`src/rtl/risc_pkg.sv`:
```
// Shared constants for the RISC instruction sequencer: opcodes, ALU selects,
// sequencer states and default datapath widths.
package risc_pkg;

  localparam int DEF_DATA_W  = 16;
  localparam int DEF_RADDR_W = 4;

  localparam logic [3:0] OP_AND = 4'h0;
  localparam logic [3:0] OP_OR  = 4'h1;
  localparam logic [3:0] OP_ADD = 4'h2;
  localparam logic [3:0] OP_SUB = 4'h3;
  localparam logic [3:0] OP_CMP = 4'h7;
  localparam logic [3:0] OP_LDI = 4'hF;

  localparam logic [2:0] ALU_AND = 3'd0;
  localparam logic [2:0] ALU_OR  = 3'd1;
  localparam logic [2:0] ALU_ADD = 3'd2;
  localparam logic [2:0] ALU_SUB = 3'd3;
  localparam logic [2:0] ALU_CMP = 3'd7;

  typedef enum logic [1:0] {
    IDLE = 2'd0,
    READ = 2'd1,
    EXEC = 2'd2,
    WB   = 2'd3
  } state_t;

endpackage

```
`src/rtl/risc_decode.sv`:
```
// Opcode decoder: ALU select plus the control class of each instruction.
import risc_pkg::*;

module risc_decode (
  input  logic [3:0] opcode,
  output logic [2:0] alu_c,
  output logic       writes_back,
  output logic       is_cmp,
  output logic       is_ldi,
  output logic       is_illegal
);

  always_comb begin
    alu_c       = ALU_AND;
    writes_back = 1'b0;
    is_cmp      = 1'b0;
    is_ldi      = 1'b0;
    is_illegal  = 1'b0;
    case (opcode)
      OP_AND, OP_OR, OP_ADD, OP_SUB: begin
        alu_c       = opcode[2:0];
        writes_back = 1'b1;
      end
      OP_CMP: begin
        alu_c  = ALU_CMP;
        is_cmp = 1'b1;
      end
      OP_LDI: begin
        is_ldi      = 1'b1;
        writes_back = 1'b1;
      end
      default: is_illegal = 1'b1;
    endcase
  end

endmodule

```
`src/rtl/risc_sequencer.sv`:
```
// Multi-cycle sequencer: accepts one instruction, steps READ/EXEC/WB against the
// external register file and ALU, and holds the architectural flags.
//   state | meaning
//   IDLE  | ready for an instruction; illegal opcodes are rejected here
//   READ  | operand addresses presented, register file latches operands
//   EXEC  | ALU select driven, result and flags captured
//   WB    | result written to the destination register
import risc_pkg::*;

module risc_sequencer #(
  parameter int DATA_W  = DEF_DATA_W,
  parameter int RADDR_W = DEF_RADDR_W
) (
  input  logic               clock,
  input  logic               clear,
  input  logic [15:0]        instr_in,
  input  logic               instr_valid,
  output logic               instr_ready,
  output logic [RADDR_W-1:0] a_addr,
  output logic [RADDR_W-1:0] b_addr,
  output logic [RADDR_W-1:0] c_addr,
  output logic [DATA_W-1:0]  w_word,
  output logic               load,
  input  logic [DATA_W-1:0]  a_read,
  output logic [2:0]         alu_c,
  output logic               alu_cin,
  input  logic [DATA_W-1:0]  alu_z,
  input  logic               alu_cout,
  input  logic               alu_lt,
  input  logic               alu_eq,
  input  logic               alu_gt,
  output logic               carry_q,
  output logic               lt_q,
  output logic               eq_q,
  output logic               gt_q,
  output logic               busy,
  output logic               done,
  output logic               illegal
);

  state_t              state, state_nxt;
  logic [11:0]         ir;
  logic [2:0]          ir_alu_c;
  logic                ir_wb, ir_cmp, ir_ldi;
  logic [DATA_W-1:0]   result;
  logic                done_q, illegal_q;

  logic [2:0]          dec_alu_c;
  logic                dec_wb, dec_cmp, dec_ldi, dec_illegal;

  risc_decode u_decode (
    .opcode      (instr_in[15:12]),
    .alu_c       (dec_alu_c),
    .writes_back (dec_wb),
    .is_cmp      (dec_cmp),
    .is_ldi      (dec_ldi),
    .is_illegal  (dec_illegal)
  );

  always_ff @(posedge clock or posedge clear) begin
    if (clear) state <= IDLE;
    else       state <= state_nxt;
  end

  // Outputs depend only on state and registered instruction fields.
  always_comb begin
    state_nxt   = state;
    instr_ready = 1'b0;
    busy        = 1'b1;
    a_addr      = '0;
    b_addr      = '0;
    c_addr      = '0;
    w_word      = '0;
    load        = 1'b0;
    alu_c       = '0;
    case (state)
      IDLE: begin
        instr_ready = 1'b1;
        busy        = 1'b0;
        if (instr_valid && !dec_illegal)
          state_nxt = dec_ldi ? WB : READ;
      end
      READ: begin
        a_addr    = ir[11:8];
        b_addr    = ir[7:4];
        state_nxt = EXEC;
      end
      EXEC: begin
        a_addr    = ir[11:8];
        b_addr    = ir[7:4];
        alu_c     = ir_alu_c;
        state_nxt = ir_wb ? WB : IDLE;
      end
      WB: begin
        load      = 1'b1;
        c_addr    = ir_ldi ? ir[11:8] : ir[3:0];
        w_word    = result;
        state_nxt = IDLE;
      end
      default: state_nxt = IDLE;
    endcase
  end

  always_ff @(posedge clock or posedge clear) begin
    if (clear) begin
      ir        <= '0;
      ir_alu_c  <= '0;
      ir_wb     <= 1'b0;
      ir_cmp    <= 1'b0;
      ir_ldi    <= 1'b0;
      result    <= '0;
      carry_q   <= 1'b0;
      lt_q      <= 1'b0;
      eq_q      <= 1'b0;
      gt_q      <= 1'b0;
      done_q    <= 1'b0;
      illegal_q <= 1'b0;
    end else begin
      done_q    <= 1'b0;
      illegal_q <= 1'b0;
      case (state)
        IDLE: if (instr_valid) begin
          ir       <= instr_in[11:0];
          ir_alu_c <= dec_alu_c;
          ir_wb    <= dec_wb;
          ir_cmp   <= dec_cmp;
          ir_ldi   <= dec_ldi;
          if (dec_illegal) illegal_q <= 1'b1;
          if (dec_ldi)     result    <= DATA_W'(instr_in[7:0]);
        end
        EXEC: begin
          result <= alu_z;
          if (ir_alu_c == ALU_ADD) carry_q <= alu_cout;
          if (ir_cmp) begin
            lt_q   <= alu_lt;
            eq_q   <= alu_eq;
            gt_q   <= alu_gt;
            done_q <= 1'b1;
          end
        end
        WB:      done_q <= 1'b1;
        default: ;
      endcase
    end
  end

  assign done    = done_q;
  assign illegal = illegal_q;
  assign alu_cin = 1'b0;

  // Operand port A must carry defined data by the time the ALU is selected.
  a_read_defined: assert property (@(posedge clock) disable iff (clear)
    (state == EXEC) |-> !$isunknown(a_read));

endmodule

```
`config.mk`:
```
export PLATFORM = sky130hd
export DESIGN_NAME = risc_sequencer
export DESIGN_NICKNAME = d
export VERILOG_FILES = /design/src/rtl/risc_pkg.sv /design/src/rtl/risc_decode.sv /design/src/rtl/risc_sequencer.sv
export SDC_FILE = /design/constraint.sdc
export NUM_CORES = 1
export LEC_CHECK = 0
export CAP_MARGIN = 5
export CORE_MARGIN = 2
export CORE_UTILIZATION = 40
export CTS_CLUSTER_DIAMETER = 60
export CTS_CLUSTER_SIZE = 16
export DETAILED_ROUTE_END_ITERATION = 10
export PLACE_DENSITY = 0.86
export SKIP_CTS_REPAIR_TIMING = 1
export SLEW_MARGIN = 20
export SYNTH_ARGS = -nofsm -noshare
export SYNTH_HDL_FRONTEND = slang
export SYNTH_SLANG_ARGS = --single-unit
```
`constraint.sdc`:
```
create_clock -name clock -period 2.3 [get_ports clock]
set_input_delay 0.46 -clock clock [delete_from_list [all_inputs] [get_ports clock]]
set_output_delay 0.46 -clock clock [all_outputs]
set_load 0.02 [all_outputs]
```
==> report_table.html, run 1 <==
<table>
<tr><th>Metric</th><th>Value</th></tr>
<tr><th colspan="2">Cells and area</th></tr>
<tr><td>Most frequent cells in the layout</td><td>47 x sky130_fd_sc_hd__clkdlybuf4s50_1, 42 x sky130_fd_sc_hd__dfrtp_1, 31 x sky130_fd_sc_hd__dlymetal6s2s_1</td></tr>
<tr><td>Filler-free cell count of the finished design</td><td>335</td></tr>
<tr><td>Most common cell after layout, fill and taps aside</td><td>sky130_fd_sc_hd__clkdlybuf4s50_1</td></tr>
<tr><td>Antenna fix cells</td><td>0</td></tr>
<tr><td>Net count of the finished layout</td><td>324</td></tr>
<tr><td>Share of layout cells above drive strength 1</td><td>15.8%</td></tr>
<tr><td>Area growth syn-to-layout</td><td>52.5%</td></tr>
<tr><th colspan="2">Placement</th></tr>
<tr><td>Number of buffer cells added on primary ports</td><td>78</td></tr>
<tr><td>Post-Place Setup Slack</td><td>0.0358 ns</td></tr>
<tr><td>HPWL reported at the end of detailed placement</td><td>3630 um</td></tr>
<tr><td>GPL Wtd Cong</td><td>0.758</td></tr>
<tr><td>Cell total after placement</td><td>327</td></tr>
<tr><th colspan="2">Logic synthesis</th></tr>
<tr><td>Library cells used by synthesis</td><td>32</td></tr>
<tr><td>Post-synthesis register bit count</td><td>42</td></tr>
<tr><td>Most area-consuming cells after synthesis</td><td>sky130_fd_sc_hd__dfrtp_1 51%, sky130_fd_sc_hd__mux2_2 11%, sky130_fd_sc_hd__and2_1 8.2%</td></tr>
<tr><td>Post-synthesis sequential area ratio</td><td>51.0%</td></tr>
<tr><td>Cell Area, Synth</td><td>0.00206 mm^2</td></tr>
<tr><td>Gate count after technology mapping</td><td>180</td></tr>
<tr><td>Yosys warns</td><td>0</td></tr>
<tr><td>Net Count, Synth</td><td>240</td></tr>
<tr><td>Area share of the leading cell type in the synthesized netlist</td><td>51.0%</td></tr>
<tr><td>Cell taking the most area after synthesis</td><td>sky130_fd_sc_hd__dfrtp_1</td></tr>
<tr><td>Syn avg cell area</td><td>11.5 um^2</td></tr>
<tr><th colspan="2">Clocking</th></tr>
<tr><td>Clock transition at the registers of the reported paths</td><td>0.08 ns</td></tr>
<tr><td>Number of H-tree levels</td><td>2</td></tr>
<tr><td>Worst-skew pair later-pin latency</td><td>0.29 ns</td></tr>
<tr><td>Number of clock sinks seen by CTS</td><td>42</td></tr>
<tr><td>Master cell of the clock root buffer</td><td>sky130_fd_sc_hd__clkbuf_8</td></tr>
<tr><td>Clock buffer depth</td><td>2</td></tr>
<tr><td>Clock tree from TritonCTS</td><td>built</td></tr>
<tr><td>Num CTS Buffers</td><td>5</td></tr>
<tr><th colspan="2">Detailed routing</th></tr>
<tr><td>Via count</td><td>1630</td></tr>
<tr><td>Routed Antenna Nets</td><td>0</td></tr>
<tr><td>Detailed router's first-iteration violation count</td><td>89</td></tr>
<tr><td>Post-DR wirelength/cell</td><td>14.5 um</td></tr>
<tr><td>Routed wire length</td><td>4840 um</td></tr>
<tr><td>Number of DRC violations after detailed routing</td><td>0</td></tr>
<tr><td>Detailed-routing iteration count for the pre-antenna-repair pass</td><td>4</td></tr>
<tr><td>Ratio of routed vias to standard cells</td><td>4.87</td></tr>
<tr><th colspan="2">STA</th></tr>
<tr><td>Rel. slew slack</td><td>49.9%</td></tr>
<tr><td>Worst-margin pin slew</td><td>0.747 ns</td></tr>
<tr><td>Final Hold Fails</td><td>0</td></tr>
<tr><td>Final max-slew violation count</td><td>0</td></tr>
<tr><td>Final worst slack</td><td>0.0942 ns</td></tr>
<tr><td>Unrepaired setup endpoints after global routing</td><td>false</td></tr>
<tr><td>Clock skew</td><td>0.00562 ns</td></tr>
<tr><td>Upper clock frequency limit</td><td>453 MHz</td></tr>
<tr><td>Hold Slack</td><td>0.496 ns</td></tr>
<tr><td>Sum of negative setup slack</td><td>0 ns</td></tr>
<tr><td>Fin crit share</td><td>95.9%</td></tr>
<tr><td>Minimum clock period after layout</td><td>2.21 ns</td></tr>
<tr><td>Final Setup Violations</td><td>0</td></tr>
<tr><th colspan="2">Die</th></tr>
<tr><td>Die height</td><td>75.8 um</td></tr>
<tr><td>Placement Rows</td><td>26</td></tr>
<tr><td>Core area</td><td>0.00504 mm^2</td></tr>
<tr><td>Total Die Area</td><td>0.00574 mm^2</td></tr>
<tr><td>Initial cell density of the core</td><td>40.9%</td></tr>
<tr><td>Floorplan die width</td><td>75.8 um</td></tr>
<tr><td>I/O pin count</td><td>96</td></tr>
<tr><th colspan="2">Setup path</th></tr>
<tr><td>Top fanout value on the critical path</td><td>6</td></tr>
<tr><td>Data arrival time of the critical path</td><td>1.75 ns</td></tr>
<tr><td>Crit Path Class</td><td>reg2out</td></tr>
<tr><td>Critical Path Source Type</td><td>flop</td></tr>
<tr><td>Crit path required time</td><td>1.84 ns</td></tr>
<tr><td>Endpoint class of the critical path</td><td>primary output</td></tr>
<tr><td>Register-to-Register Path Depth</td><td>7</td></tr>
<tr><th colspan="2">Flow run</th></tr>
<tr><td>Max-capacitance violation count</td><td>0</td></tr>
<tr><th colspan="2">Global routing</th></tr>
<tr><td>Largest net degree at the start of global routing</td><td>24</td></tr>
<tr><td>First-pass GRT wire length</td><td>7450 um</td></tr>
<tr><td>GRT overflow</td><td>0</td></tr>
<tr><td>Number of global-route vias before repair</td><td>1541</td></tr>
<tr><td>Antenna violations before repair</td><td>0</td></tr>
<tr><td>Global-route usage over all layers</td><td>17.2%</td></tr>
<tr><th colspan="2">Power</th></tr>
<tr><td>Overall power after layout</td><td>0.00388 W</td></tr>
<tr><td>Total power per unit cell area</td><td>1230 mW/mm^2</td></tr>
<tr><td>Largest vdd supply drop</td><td>581 uV</td></tr>
<tr><td>Leakage power total</td><td>1.84 nW</td></tr>
<tr><th colspan="2">Hold path</th></tr>
<tr><td>Worst hold path depth</td><td>1</td></tr>
<tr><td>Hold Path Class</td><td>reg2reg</td></tr>
<tr><th colspan="2">Status</th></tr>
<tr><td>Run status</td><td>complete, no violations</td></tr>
</table>
==> worst paths after layout <==
| check | to | slack [ns] | from |
|---|---|---|---|
| max reg2reg | result[6]$_DFFE_PP0P_ | 0.40 | state[0]$_DFFE_PP0P_ |
| max | w_word[2] | 0.09 | state[1]$_DFFE_PP0P_ |
| min | result[12]$_DFFE_PP0P_ | 0.50 | result[12]$_DFFE_PP0P_ |
| max in group asynchronous | result[11]$_DFFE_PP0P_ | 1.27 | clear |
| min in group asynchronous | ir[2]$_DFFE_PP0P_ | 0.52 | clear |
| min reg2reg | result[12]$_DFFE_PP0P_ | 0.50 | result[12]$_DFFE_PP0P_ |
==> flip-flops by register name (all words and copies together), names as in the netlist, 2 cells and up <==
signal    count
ir_alu_c      3
result       16
state         2
ir           12
==> synthesized netlist by cell type <==
cell type                   number
sky130_fd_sc_hd__nor2b_1         4
sky130_fd_sc_hd__buf_2           1
sky130_fd_sc_hd__dfrtp_1        42
sky130_fd_sc_hd__conb_1          1
sky130_fd_sc_hd__nand2b_1        1
sky130_fd_sc_hd__nand4_4         1
sky130_fd_sc_hd__nor3_1          1
sky130_fd_sc_hd__or2b_1          2
sky130_fd_sc_hd__o21ai_0         4
sky130_fd_sc_hd__mux2_2         20
sky130_fd_sc_hd__o2bb2ai_1       1
sky130_fd_sc_hd__mux2i_1         5
sky130_fd_sc_hd__o22ai_1         6
sky130_fd_sc_hd__ha_1            5
sky130_fd_sc_hd__a22o_1          8
sky130_fd_sc_hd__and2_1         27
sky130_fd_sc_hd__nand2_1         4
sky130_fd_sc_hd__and2_0          1
sky130_fd_sc_hd__nor3b_1         1
sky130_fd_sc_hd__a21o_1          3
sky130_fd_sc_hd__or3_1           1
sky130_fd_sc_hd__nor2_1          2
sky130_fd_sc_hd__a211oi_1        1
sky130_fd_sc_hd__nand3b_1        4
sky130_fd_sc_hd__buf_6           1
sky130_fd_sc_hd__inv_1          11
sky130_fd_sc_hd__nand3_1         1
sky130_fd_sc_hd__clkbuf_1        6
sky130_fd_sc_hd__buf_4           2
sky130_fd_sc_hd__a21oi_1        10
sky130_fd_sc_hd__o21ai_4         1
sky130_fd_sc_hd__o221a_2         2
==> critical path, cell delays in order (launching register included) <==
cell                              delay (ns)
sky130_fd_sc_hd__dfrtp_1                0.42
sky130_fd_sc_hd__ha_1                   0.21
sky130_fd_sc_hd__buf_4                  0.15
sky130_fd_sc_hd__and2_1                 0.15
sky130_fd_sc_hd__clkdlybuf4s50_1        0.53
==> layout make-up <==
| class | instances | area (um^2) |
|---|---|---|
| clock buffer | 5 | 68.8 |
| fill | 411 | 1900 |
| sequential | 42 | 1050 |
| tap | 70 | 87.6 |
| timing repair buffer | 87 | 938 |
| inverter | 11 | 41.3 |
| clock inverter | 3 | 40.0 |
| multi-input combinational | 117 | 918 |
==> logic make-up (layout without fill, tap and decap cells) <==
logic type      after synthesis  after routing  synth area share [%]
compound gates               36             36                  12.4
buf+inv                      21            106                  4.61
simple gates                 50             50                  15.5
fa+ha+maj                     5              5                  3.03
flops                        42             42                  51.0
mux                          25             25                  13.3
other cells                   1              1                 0.182
==> routing by layer <==
layer,global-route usage (%),vias up,share of wire [%]
li1,-,787,-
met4,1.75,0,0
met3,4.76,0,6.3
met2,29.1,50,52
met5,0,-,0
met1,22.7,793,42
==> power by group <==
part	switching [W]	leakage, nW	internal [W]
clock	0.000254	0.0579	0.000320
combinational	0.000983	1.27	0.00105
sequential	0.000188	0.511	0.00108
total	0.00142	1.84	0.00246
==> metrics by stage <==
| step | area (um^2) | util (%) |
|---|---|---|
| 2_1_floorplan | 2060 | - |
| 3_3_place_gp | 2960 | 58.6 |
| 3_5_place_dp | 2960 | 58.6 |
| 4_1_cts | 3070 | 60.8 |
| 5_1_grt | 3150 | 62.4 |
| 6_report | 3150 | 62.4 |
No activity file was read; power rests on OpenSTA's default activity.
==> run 2, diff against run 1 <==
--- a/config.mk
+++ b/config.mk
@@ -5,7 +5,6 @@
 export SDC_FILE = /design/constraint.sdc
 export NUM_CORES = 1
 export LEC_CHECK = 0
-export CAP_MARGIN = 5
 export CORE_MARGIN = 2
 export CORE_UTILIZATION = 40
 export CTS_CLUSTER_DIAMETER = 60
==> results of run 2 <==
No change in the layout: final DEF, timing and power equal those of run 1.
==> run 3, diff against run 2 <==
--- a/config.mk
+++ b/config.mk
@@ -5,6 +5,7 @@
 export SDC_FILE = /design/constraint.sdc
 export NUM_CORES = 1
 export LEC_CHECK = 0
+export CAP_MARGIN = 0
 export CORE_MARGIN = 2
 export CORE_UTILIZATION = 40
 export CTS_CLUSTER_DIAMETER = 60
==> results of run 3 <==
No change in the layout: final DEF, timing and power equal those of run 1.
